===== src/rtl/spin_sweep_controller_if.sv =====
// Link between the sweep controller and one Spin update cell.
// The controller presents a site, its four neighbours, an enable and a random word.
// The cell returns the new spin value combinationally in the same cycle.
interface spin_sweep_controller_if;
  logic        upd_spin;
  logic        upd_left;
  logic        upd_right;
  logic        upd_top;
  logic        upd_bottom;
  logic        upd_enable;
  logic [31:0] rand32;
  logic        upd_result;

  modport master (
    output upd_spin, upd_left, upd_right, upd_top, upd_bottom, upd_enable, rand32,
    input  upd_result
  );

  modport slave (
    input  upd_spin, upd_left, upd_right, upd_top, upd_bottom, upd_enable, rand32,
    output upd_result
  );
endinterface


===== src/rtl/spin_sweep_controller.sv =====
// Checkerboard Metropolis sweep engine for a periodic WIDTHxHEIGHT Ising lattice.
// The lattice lives in flops. One site is offered to the Spin cell per RUN cycle,
// the returned spin is written back, and a running magnetization is kept.
module spin_sweep_controller #(
  parameter int          WIDTH  = 8,
  parameter int          HEIGHT = 8,
  parameter logic [31:0] SEED   = 32'hACE1_2025,
  parameter int          SW_W   = 16,
  localparam int         XW     = $clog2(WIDTH),
  localparam int         YW     = $clog2(HEIGHT),
  localparam int         MAG_W  = $clog2(WIDTH * HEIGHT) + 2
) (
  input  logic                    clk,
  input  logic                    rst_n,
  input  logic                    start,
  input  logic                    init_up,
  input  logic [SW_W-1:0]         num_sweeps,
  output logic                    busy,
  output logic                    done,
  output logic [SW_W-1:0]         sweep_cnt,
  output logic signed [MAG_W-1:0] mag,
  input  logic [XW-1:0]           rd_x,
  input  logic [YW-1:0]           rd_y,
  output logic                    rd_spin,
  spin_sweep_controller_if.master upd
);

  localparam logic [1:0] S_IDLE = 2'd0;
  localparam logic [1:0] S_INIT = 2'd1;
  localparam logic [1:0] S_RUN  = 2'd2;
  localparam logic [1:0] S_DONE = 2'd3;

  localparam logic [31:0]            SEED_EFF = (SEED == 32'h0) ? 32'h1 : SEED;
  localparam logic signed [MAG_W-1:0] MAG_FULL = MAG_W'(WIDTH * HEIGHT);

  logic [1:0]                     state;
  logic [HEIGHT-1:0][WIDTH-1:0]   lat;
  logic [XW-1:0]                  x, x_nx, x_l, x_r;
  logic [YW-1:0]                  y, y_nx, y_t, y_b;
  logic                           ph, ph_nx;
  logic                           sweep_end;
  logic                           row_end;
  logic                           next_row_lsb;
  logic [XW:0]                    x_plus2;
  logic [SW_W-1:0]                nsw;
  logic [31:0]                    rng;
  logic                           run;
  logic                           cur;

  function automatic logic [31:0] xorshift32(input logic [31:0] s);
    logic [31:0] t;
    t = s ^ (s << 13);
    t = t ^ (t >> 17);
    t = t ^ (t << 5);
    return t;
  endfunction

  assign run     = (state == S_RUN);
  assign busy    = (state == S_INIT) || run;
  assign done    = (state == S_DONE);
  assign cur     = lat[y][x];
  assign rd_spin = lat[rd_y][rd_x];

  // Periodic neighbour coordinates of the current site.
  assign x_l = (x == '0) ? XW'(WIDTH - 1) : x - XW'(1);
  assign x_r = (x == XW'(WIDTH - 1)) ? '0 : x + XW'(1);
  assign y_t = (y == '0) ? YW'(HEIGHT - 1) : y - YW'(1);
  assign y_b = (y == YW'(HEIGHT - 1)) ? '0 : y + YW'(1);

  assign upd.upd_enable = run;
  assign upd.upd_spin   = run & cur;
  assign upd.upd_left   = run & lat[y][x_l];
  assign upd.upd_right  = run & lat[y][x_r];
  assign upd.upd_top    = run & lat[y_t][x];
  assign upd.upd_bottom = run & lat[y_b][x];
  assign upd.rand32     = rng;

  assign x_plus2      = {1'b0, x} + (XW + 1)'(2);
  assign row_end      = (x_plus2 >= (XW + 1)'(WIDTH));
  assign next_row_lsb = ~(y[0] ^ ph);

  // Checkerboard walk: step x by 2, then next row, then odd phase, then wrap to a new sweep.
  always_comb begin
    // NOTE: every output of this block gets a default first so no path leaves one unassigned (no latch).
    x_nx      = x;
    y_nx      = y;
    ph_nx     = ph;
    sweep_end = 1'b0;
    if (!row_end) begin
      x_nx = x + XW'(2);
    end else if (y != YW'(HEIGHT - 1)) begin
      y_nx = y + YW'(1);
      x_nx = XW'(next_row_lsb);
    end else if (!ph) begin
      ph_nx = 1'b1;
      y_nx  = '0;
      x_nx  = XW'(1);
    end else begin
      ph_nx     = 1'b0;
      y_nx      = '0;
      x_nx      = '0;
      sweep_end = 1'b1;
    end
  end

  // Sequencer: state, site position, sweep counting.
  always_ff @(posedge clk or negedge rst_n) begin
    // NOTE: state is updated with non-blocking assignments so all flops see pre-edge values.
    if (!rst_n) begin
      state     <= S_IDLE;
      x         <= '0;
      y         <= '0;
      ph        <= 1'b0;
      nsw       <= '0;
      sweep_cnt <= '0;
    end else begin
      case (state)
        S_IDLE: begin
          if (start) begin
            sweep_cnt <= '0;
            nsw       <= num_sweeps;
            x         <= '0;
            y         <= '0;
            ph        <= 1'b0;
            if (num_sweeps == '0) state <= S_DONE;
            else if (init_up)     state <= S_INIT;
            else                  state <= S_RUN;
          end
        end
        S_INIT: state <= S_RUN;
        S_RUN: begin
          x  <= x_nx;
          y  <= y_nx;
          ph <= ph_nx;
          if (sweep_end) begin
            sweep_cnt <= sweep_cnt + SW_W'(1);
            if ((sweep_cnt + SW_W'(1)) == nsw) state <= S_DONE;
          end
        end
        S_DONE:  state <= S_IDLE;
        default: state <= S_IDLE;
      endcase
    end
  end

  // Lattice storage and magnetization tracking.
  always_ff @(posedge clk or negedge rst_n) begin
    // NOTE: the lattice is a register array that must come out of reset all-up, so it is reset like any flop.
    if (!rst_n) begin
      lat <= '1;
      mag <= MAG_FULL;
    end else if (state == S_INIT) begin
      lat <= '1;
      mag <= MAG_FULL;
    end else if (run) begin
      lat[y][x] <= upd.upd_result;
      if (cur != upd.upd_result) begin
        mag <= upd.upd_result ? mag + MAG_W'(2) : mag - MAG_W'(2);
      end
    end
  end

  // Random word for the Spin cell; advances only while sites are being updated.
  always_ff @(posedge clk or negedge rst_n) begin
    if (!rst_n)   rng <= SEED_EFF;
    else if (run) rng <= xorshift32(rng);
  end

endmodule


===== src/flat_wrapper.sv =====
// flat-port wrapper written by rule: the top's interface ports become plain ports
module spin_sweep_controller_flat 
#(
  parameter int          WIDTH  = 8,
  parameter int          HEIGHT = 8,
  parameter logic [31:0] SEED   = 32'hACE1_2025,
  parameter int          SW_W   = 16,
  localparam int         XW     = $clog2(WIDTH),
  localparam int         YW     = $clog2(HEIGHT),
  localparam int         MAG_W  = $clog2(WIDTH * HEIGHT) + 2
)
  (clk, rst_n, start, init_up, num_sweeps, busy, done, sweep_cnt, mag, rd_x, rd_y, rd_spin, upd_upd_spin, upd_upd_left, upd_upd_right, upd_upd_top, upd_upd_bottom, upd_upd_enable, upd_rand32, upd_upd_result);
  spin_sweep_controller_if upd_i ();
  input  logic clk;
  input  logic rst_n;
  input  logic start;
  input  logic init_up;
  input  logic [SW_W-1:0] num_sweeps;
  output logic busy;
  output logic done;
  output logic [SW_W-1:0] sweep_cnt;
  output logic signed [MAG_W-1:0] mag;
  input  logic [XW-1:0] rd_x;
  input  logic [YW-1:0] rd_y;
  output logic rd_spin;
  output wire logic [$bits(upd_i.upd_spin)-1:0] upd_upd_spin;
  output wire logic [$bits(upd_i.upd_left)-1:0] upd_upd_left;
  output wire logic [$bits(upd_i.upd_right)-1:0] upd_upd_right;
  output wire logic [$bits(upd_i.upd_top)-1:0] upd_upd_top;
  output wire logic [$bits(upd_i.upd_bottom)-1:0] upd_upd_bottom;
  output wire logic [$bits(upd_i.upd_enable)-1:0] upd_upd_enable;
  output wire logic [$bits(upd_i.rand32)-1:0] upd_rand32;
  input wire logic [$bits(upd_i.upd_result)-1:0] upd_upd_result;
  assign upd_upd_spin = upd_i.upd_spin;
  assign upd_upd_left = upd_i.upd_left;
  assign upd_upd_right = upd_i.upd_right;
  assign upd_upd_top = upd_i.upd_top;
  assign upd_upd_bottom = upd_i.upd_bottom;
  assign upd_upd_enable = upd_i.upd_enable;
  assign upd_rand32 = upd_i.rand32;
  assign upd_i.upd_result = upd_upd_result;
  spin_sweep_controller #(.WIDTH(WIDTH), .HEIGHT(HEIGHT), .SEED(SEED), .SW_W(SW_W)) u_core (.clk(clk), .rst_n(rst_n), .start(start), .init_up(init_up), .num_sweeps(num_sweeps), .busy(busy), .done(done), .sweep_cnt(sweep_cnt), .mag(mag), .rd_x(rd_x), .rd_y(rd_y), .rd_spin(rd_spin), .upd(upd_i));
endmodule

===== config.mk =====
export PLATFORM = sky130hd
export DESIGN_NAME = spin_sweep_controller_flat
export DESIGN_NICKNAME = d
export VERILOG_FILES = /design/src/rtl/spin_sweep_controller_if.sv /design/src/rtl/spin_sweep_controller.sv /design/src/flat_wrapper.sv
export SDC_FILE = /design/constraint.sdc
export NUM_CORES = 1
export LEC_CHECK = 0
export CORE_MARGIN = 2
export CORE_UTILIZATION = 35
export CTS_BUF_LIST = sky130_fd_sc_hd__clkbuf_4
export DETAILED_ROUTE_END_ITERATION = 12
export PLACE_DENSITY = 0.51
export SETUP_SLACK_MARGIN = 0.3
export SYNTH_ARGS = -nofsm -noshare
export SYNTH_HDL_FRONTEND = slang
export SYNTH_SLANG_ARGS = --single-unit
export TNS_END_PERCENT = 1

===== constraint.sdc =====
create_clock -name clk -period 4.8 [get_ports clk]
set_input_delay 0.96 -clock clk [delete_from_list [all_inputs] [get_ports clk]]
set_output_delay 0.96 -clock clk [all_outputs]
set_load 0.03 [all_outputs]

Yosys cells after proc, flatten, opt, wreduce, memory -nomap -nowiden
Index checks and enable logic that the tools add are counted.
{ "classes": {"n_addsub": 9, "n_lt_le_gt_ge": 11, "n_eq_ne": 13, "n_mux": 60, "bitwise": 10, "reduce_logical": 17} }
{ "op_table": {"columns": ["cell", "n"], "rows": [
  ["64-bit 2-to-1 mux", 2],
  ["8-bit binary-select mux with 3-bit select", 4],
  ["8-bit 2-to-1 mux", 9],
  ["64-bit bitwise mux", 1],
  ["32-bit bitwise XOR", 2],
  ["3-bit by 4-bit less-than comparator with 1-bit output, second input constant", 8],
  ["16-bit 2-to-1 mux", 2],
  ["16-bit case mux with 2 select lines", 1],
  ["32-bit by 15-bit bitwise XOR with 32-bit output", 1],
  ["3-bit 2-to-1 mux", 9],
  ["8-bit demux with 3-bit select", 1],
  ["1-bit binary-select mux with 3-bit select", 6],
  ["16-bit by 1-bit adder with 16-bit output, second input constant", 1],
  ["16-bit == test", 1],
  ["16-bit logical NOT", 1],
  ["1-bit 2-to-1 mux", 15],
  ["3-bit case mux with 2 select lines", 2],
  ["2-bit 2-to-1 mux", 5],
  ["3-bit AND reduction", 3],
  ["8-bit by 3-bit adder with 8-bit output, second input constant", 1],
  ["2-bit case mux with 4 select lines", 1],
  ["8-bit by 3-bit subtractor with 8-bit output, second input constant", 1],
  ["3-bit by 1-bit adder with 3-bit output, second input constant", 2],
  ["3-bit == test, second input constant", 2],
  ["23 further kinds", 39]
]} }
{ "totals": {"ff_bits": 145, "output_inout_bits": 65, "word_cells": 136} }

Longest topological paths before layout
{ "logic_depth": {"word_depth": 9, "mapped_depth": 13, "mapped_depth_nobuf": 10} }

Worst setup path before layout
Ideal clock, no wire load.
{ "synth_path": {"path_kind": "input-to-output", "start": "input port rd_y[0]", "end": "output port rd_spin", "arrival_ns": 3.477, "required_ns": 3.840, "path_slack_ns": 0.363, "stages": 5, "n_path_buf": 2, "cell_sequence": "clkbuf_1 -> buf_1 -> mux4_2 -> mux4_2 -> mux4_2"} }
{ "synth_between": {"elab_chain_cells": 4} }
{ "synth_rtl": {"columns": ["item", "line", "rtl"], "rows": [
  ["from (decl)", "flat_wrapper.sv:24", "input logic [YW-1:0] rd_y;"],
  ["8-bit binary-select mux with 3-bit select", "spin_sweep_controller.sv:62", "assign rd_spin = lat[rd_y][rd_x];"],
  ["8-bit 2-to-1 mux (implied by the code)", "spin_sweep_controller.sv:62", null],
  ["1-bit binary-select mux with 3-bit select", "spin_sweep_controller.sv:62", null],
  ["1-bit 2-to-1 mux (implied by the code)", "spin_sweep_controller.sv:62", null],
  ["to (decl)", "flat_wrapper.sv:25", "output logic rd_spin;"]
]} }
Every way passes these cells. The select of a mux whose other input is x is not followed.

Final worst setup path
{ "layout_path": {"start": "register u_core.y[1]", "end": "output port upd_upd_bottom"} }
{ "layout_between": {"elab_chain_cells": 7} }
{ "layout_rtl": {"columns": ["item", "line", "rtl"], "rows": [
  ["from (decl)", "spin_sweep_controller.sv:39", "logic [YW-1:0] y, y_nx, y_t, y_b;"],
  ["from (signal assigned)", "spin_sweep_controller.sv:133", "y <= y_nx;"],
  ["3-bit by 1-bit adder with 3-bit output or 3-bit == test (tied branches)", "spin_sweep_controller.sv:68", "assign y_b = (y == YW'(HEIGHT - 1)) ? '0 : y + YW'(1);"],
  ["3-bit 2-to-1 mux *", "spin_sweep_controller.sv:68", null],
  ["8-bit binary-select mux with 3-bit select *", "spin_sweep_controller.sv:75", "assign upd.upd_bottom = run & lat[y_b][x];"],
  ["8-bit 2-to-1 mux (implied by the code) *", "spin_sweep_controller.sv:75", null],
  ["1-bit binary-select mux with 3-bit select *", "spin_sweep_controller.sv:75", null],
  ["1-bit 2-to-1 mux (implied by the code) *", "spin_sweep_controller.sv:75", null],
  ["1-bit AND *", "spin_sweep_controller.sv:75", null],
  ["to (decl)", "flat_wrapper.sv:30", "output wire logic [$bits(upd_i.upd_bottom)-1:0] upd_upd_bottom;"]
]} }
Every way passes the cells marked *; elsewhere a longest branch is shown, timed or not. The select of a mux whose other input is x is not followed.

==> results.sh <==
export IMPL_status="finished clean"
export IMPL_relSlewSlack_pct=19.6
export IMPL_tns_ns=0
export IMPL_powerDensity_mw_per_mm2=595
export IMPL_grt_usage_pct=20.7
export IMPL_path_max_fanout=5
export IMPL_via_count=8868
export IMPL_routed_wirelength_um=32200
export IMPL_drt_vias_per_instance=5.84
export IMPL_worst_pin_slew_ns=1.20
export IMPL_initial_core_util_pct=35.8
export IMPL_fmax_mhz=216
export IMPL_report_final_hold_viol_count=0
export IMPL_seqPwrFrac_pct=31.2
export IMPL_multi_input_area_sq_mm=0.00656
export IMPL_cap_violations=0
export IMPL_synth_seq_cells=144
export IMPL_critPathArrivalTime_ns=3.66
export IMPL_clkLatencyLatePin_ns=0.61
export IMPL_nets=1164
export IMPL_max_stage_delay_ns=0.52
export IMPL_place_area_sq_mm=0.0119
export IMPL_synth_cells=1062
export IMPL_grt_overflow=0
export IMPL_boundaryPins=92
export IMPL_ys_top_cells_by_area="dfstp_2 (19%), dfrtp_1 (16%), mux4_2 (10%)"
export IMPL_synth_cell_type_count=75
export IMPL_ir_worst_vdd_v=0.000492
export IMPL_grt_pass1_wl_um=51100
export IMPL_die_w_um=178
export IMPL_crit_type="reg2out"
export IMPL_grt_start_max_net_pins=88
export IMPL_async_reset_ff_share_pct=100
export IMPL_grt_antenna_before_repair=1
export IMPL_finClkSkew_ns=0.0432
export IMPL_cts_hold_buffers=0
export IMPL_drtIter0Drc=1087
export IMPL_synthToLayoutAreaGrowth_pct=15.2
export IMPL_leakage_nw=4.85
export IMPL_gp_congestion=0.909
export IMPL_drive_gt1_share_pct=23.4
export IMPL_synth_flop_cell="dfstp_2"
export IMPL_routedWlPerCell_um=21.2
export IMPL_yosys_warnings=0
export IMPL_coreArea_sq_mm=0.0298
export IMPL_syn_avg_cell_area_sq_um=10.0
export IMPL_drv_slew=0
export IMPL_p_sw_mw=3.42
export IMPL_rows=63
export IMPL_synth_area_leader_cell="dfstp_2"
export IMPL_cts_clk_slew_worst_paths_ns=0.17
export IMPL_die_h_um=178
export IMPL_ys_seq_area_share_pct=34.7
export IMPL_critPathLaunchType="flip-flop"
export IMPL_cts_buffers=17
export IMPL_layout_min_cycle_time_ns=4.62
export IMPL_ant_nets=0
export IMPL_ctsRootBufferMaster="clkbuf_4"
export IMPL_fillCellCount=2924
export IMPL_rsz0062_at_grt="true"
export IMPL_synthesis_nets=1112
export IMPL_cp_end_kind="primary output"
export IMPL_swShare_pct=46.9
export IMPL_cp_common_cell="mux4_2"
export IMPL_final_util_pct=41.2
export IMPL_register_area_sq_mm=0.00370
export IMPL_cts_tree="done"
export IMPL_grt_pass1_vias=8390
export IMPL_p_clk_share_pct=11.4
export IMPL_yosys_area_top_type_share_pct=19.0
export IMPL_drc=0
export IMPL_die_area_sq_mm=0.0318
export IMPL_drtPass1Iterations=7
export IMPL_cts_sinks=144
export IMPL_crit_chain="ha_4 -> ha_4 -> nor2_4 -> clkbuf_4 -> mux4_2 -> mux4_2 -> mux4_2 -> and2_1 -> buf_4"
export IMPL_syn_cell_area_sq_mm=0.0107
export IMPL_synth_edf_count=0
export IMPL_cts_htree_levels=4
export IMPL_critPathSlowestCell="mux4_2"
export IMPL_share_comb_of_total_power_pct=57.4
export IMPL_final_area_sq_mm=0.0123
export IMPL_crit_required_ns=3.84
export IMPL_port_buffers=90
export IMPL_dp_hpwl_um=21800
export IMPL_finalSetupViolCount=0
export IMPL_cts_path_max_buffers=2
export IMPL_p_int_mw=3.88
export IMPL_hold_path_class="in2async"
export IMPL_fin_crit_sh_pct=96.3
## sequential cells by signal, indices dropped and copies added (netlist names)
register           count
u_core.x               3
u_core.nsw            16
u_core.state           2
u_core.upd.rand32     32
u_core.mag             7
u_core.lat            64
u_core.y               3
u_core.sweep_cnt      16
u_core.ph              1
## critical path, delay by kind of cell, from the launching register on
family,cells,cell delay [ns]
buf+inv,2,0.37
fa+ha+maj,2,0.35
flops,1,0.50
mux,3,1.50
simple gates,2,0.34
## logic make-up (layout without fill, tap and decap cells)
kind of cell | after synthesis | after routing | share of synthesized area, %
AOI/OAI and AO/OA | 336 | 336 | 20.9
xor gates and xnor gates | 118 | 118 | 9.70
adders and majority gates | 23 | 23 | 2.77
buffers and inverters | 106 | 171 | 4.40
DFF | 144 | 144 | 34.7
muxes | 118 | 118 | 17.3
other | 1 | 2 | 0.0352
and+or+nand+nor | 216 | 216 | 10.2
## worst paths after layout
check                      slack [ns]                           endpoint  cells past startpoint                              start
max                              0.18                     upd_upd_bottom                      9            u_core.y[1]$_DFFE_PN0P_
min                              0.38  u_core.upd.rand32[24]$_DFFE_PN0P_                      1                              rst_n
max reg2reg                      1.66          u_core.mag[6]$_DFFE_PN1P_                     10            u_core.y[0]$_DFFE_PN0P_
min reg2reg                      0.51  u_core.upd.rand32[31]$_DFFE_PN1P_                      1  u_core.upd.rand32[31]$_DFFE_PN1P_
max in group asynchronous        3.28         u_core.lat[13]$_DFFE_PN1P_                      2                              rst_n
min in group clk                 0.51  u_core.upd.rand32[31]$_DFFE_PN1P_                      1  u_core.upd.rand32[31]$_DFFE_PN1P_
## Yosys cell counts (all sizes together) (3+ instances only)
| cell type | count |
|---|---|
| nand3 | 15 |
| xor2 | 34 |
| a21o | 4 |
| inv | 18 |
| nand4 | 9 |
| dfstp | 77 |
| nand2b | 6 |
| a22oi | 11 |
| nor2b | 12 |
| a222oi | 16 |
| a211oi | 3 |
| nor2 | 44 |
| ha | 22 |
| mux4 | 48 |
| a22o | 3 |
| buf | 25 |
| a21oi | 145 |
| o22a | 64 |
| o31ai | 8 |
| a32oi | 3 |
| nor3 | 12 |
| and2 | 18 |
| a221o | 5 |
| mux2 | 42 |
| nand2 | 61 |
| o211ai | 4 |
| a31oi | 3 |
| dfrtp | 67 |
| clkbuf | 62 |
| nor4 | 6 |
| o21ai | 45 |
| and3 | 14 |
| xnor2 | 84 |
| mux2i | 28 |
| nand3b | 8 |
## repair_timing
item / 4_1_cts / 5_1_grt
gates resized for setup: 4 / 17
setup buffers: 0 / 1
pin swaps: 0 / 1
endpoints found under the setup margin: 5 / 5
gates cloned: 0 / 1
## layout make-up
cell class / count / share of cell area (%)
clock buffers: 17 / 1.04
repair buffers: 120 / 9.45
flip-flops and latches: 144 / 30.2
clock inverters: 15 / 1.31
inverters: 19 / 0.601
well taps: 390 / 3.98
multi-input cells: 812 / 53.4
diodes: 1 / 0.0204
## metal layers
metal,global-route usage [%],wire [um]
met3,4.11,1790
met4,4.71,527
met2,32.4,15000
met1,29.6,14900
met5,0,0
## placed cells by master, fill, tap and decap left out, types with 6 or more instances in the layout
master	count
a21oi_1	144
xnor2_1	84
clkdlybuf4s50_1	83
dfstp_2	77
o22a_1	64
dfrtp_1	64
nand2_1	60
mux4_2	48
o21ai_0	43
mux2_2	41
nor2_1	36
xor2_1	34
mux2i_1	28
buf_4	27
clkbuf_4	18
and2_1	17
a222oi_1	16
ha_1	16
inv_1	15
nand3_1	15
and3_1	14
nor2b_1	12
nor3_1	12
a22oi_1	11
nand4_1	9
nand3b_1	8
o31ai_1	8
nor2_2	7
nand2b_1	6
## stage by stage
stage	hold slack (ns)	setup WS, ns	power (mW)	instances
finish	0.380	0.178	7.30	1518
global route	0.403	0.0626	7.82	1518
CTS	0.412	0.0361	7.28	1515
detailed placement	0.496	0.429	6.41	1483
global placement	0.490	0.454	6.38	1483
floorplan	0.481	0.363	5.21	1062
## power by group through the flow
| stage | sequential, mW | clock (mW) | combinational (mW) |
|---|---|---|---|
| 6_report | 2.28 | 0.835 | 4.19 |
| 3_3_place_gp | 2.28 | 0 | 4.10 |
| 5_1_grt | 2.32 | 0.919 | 4.58 |
| 2_1_floorplan | 2.08 | 0 | 3.13 |
| 3_5_place_dp | 2.27 | 0 | 4.14 |
| 4_1_cts | 2.25 | 0.867 | 4.16 |
Power figures use the tool's default switching activity.
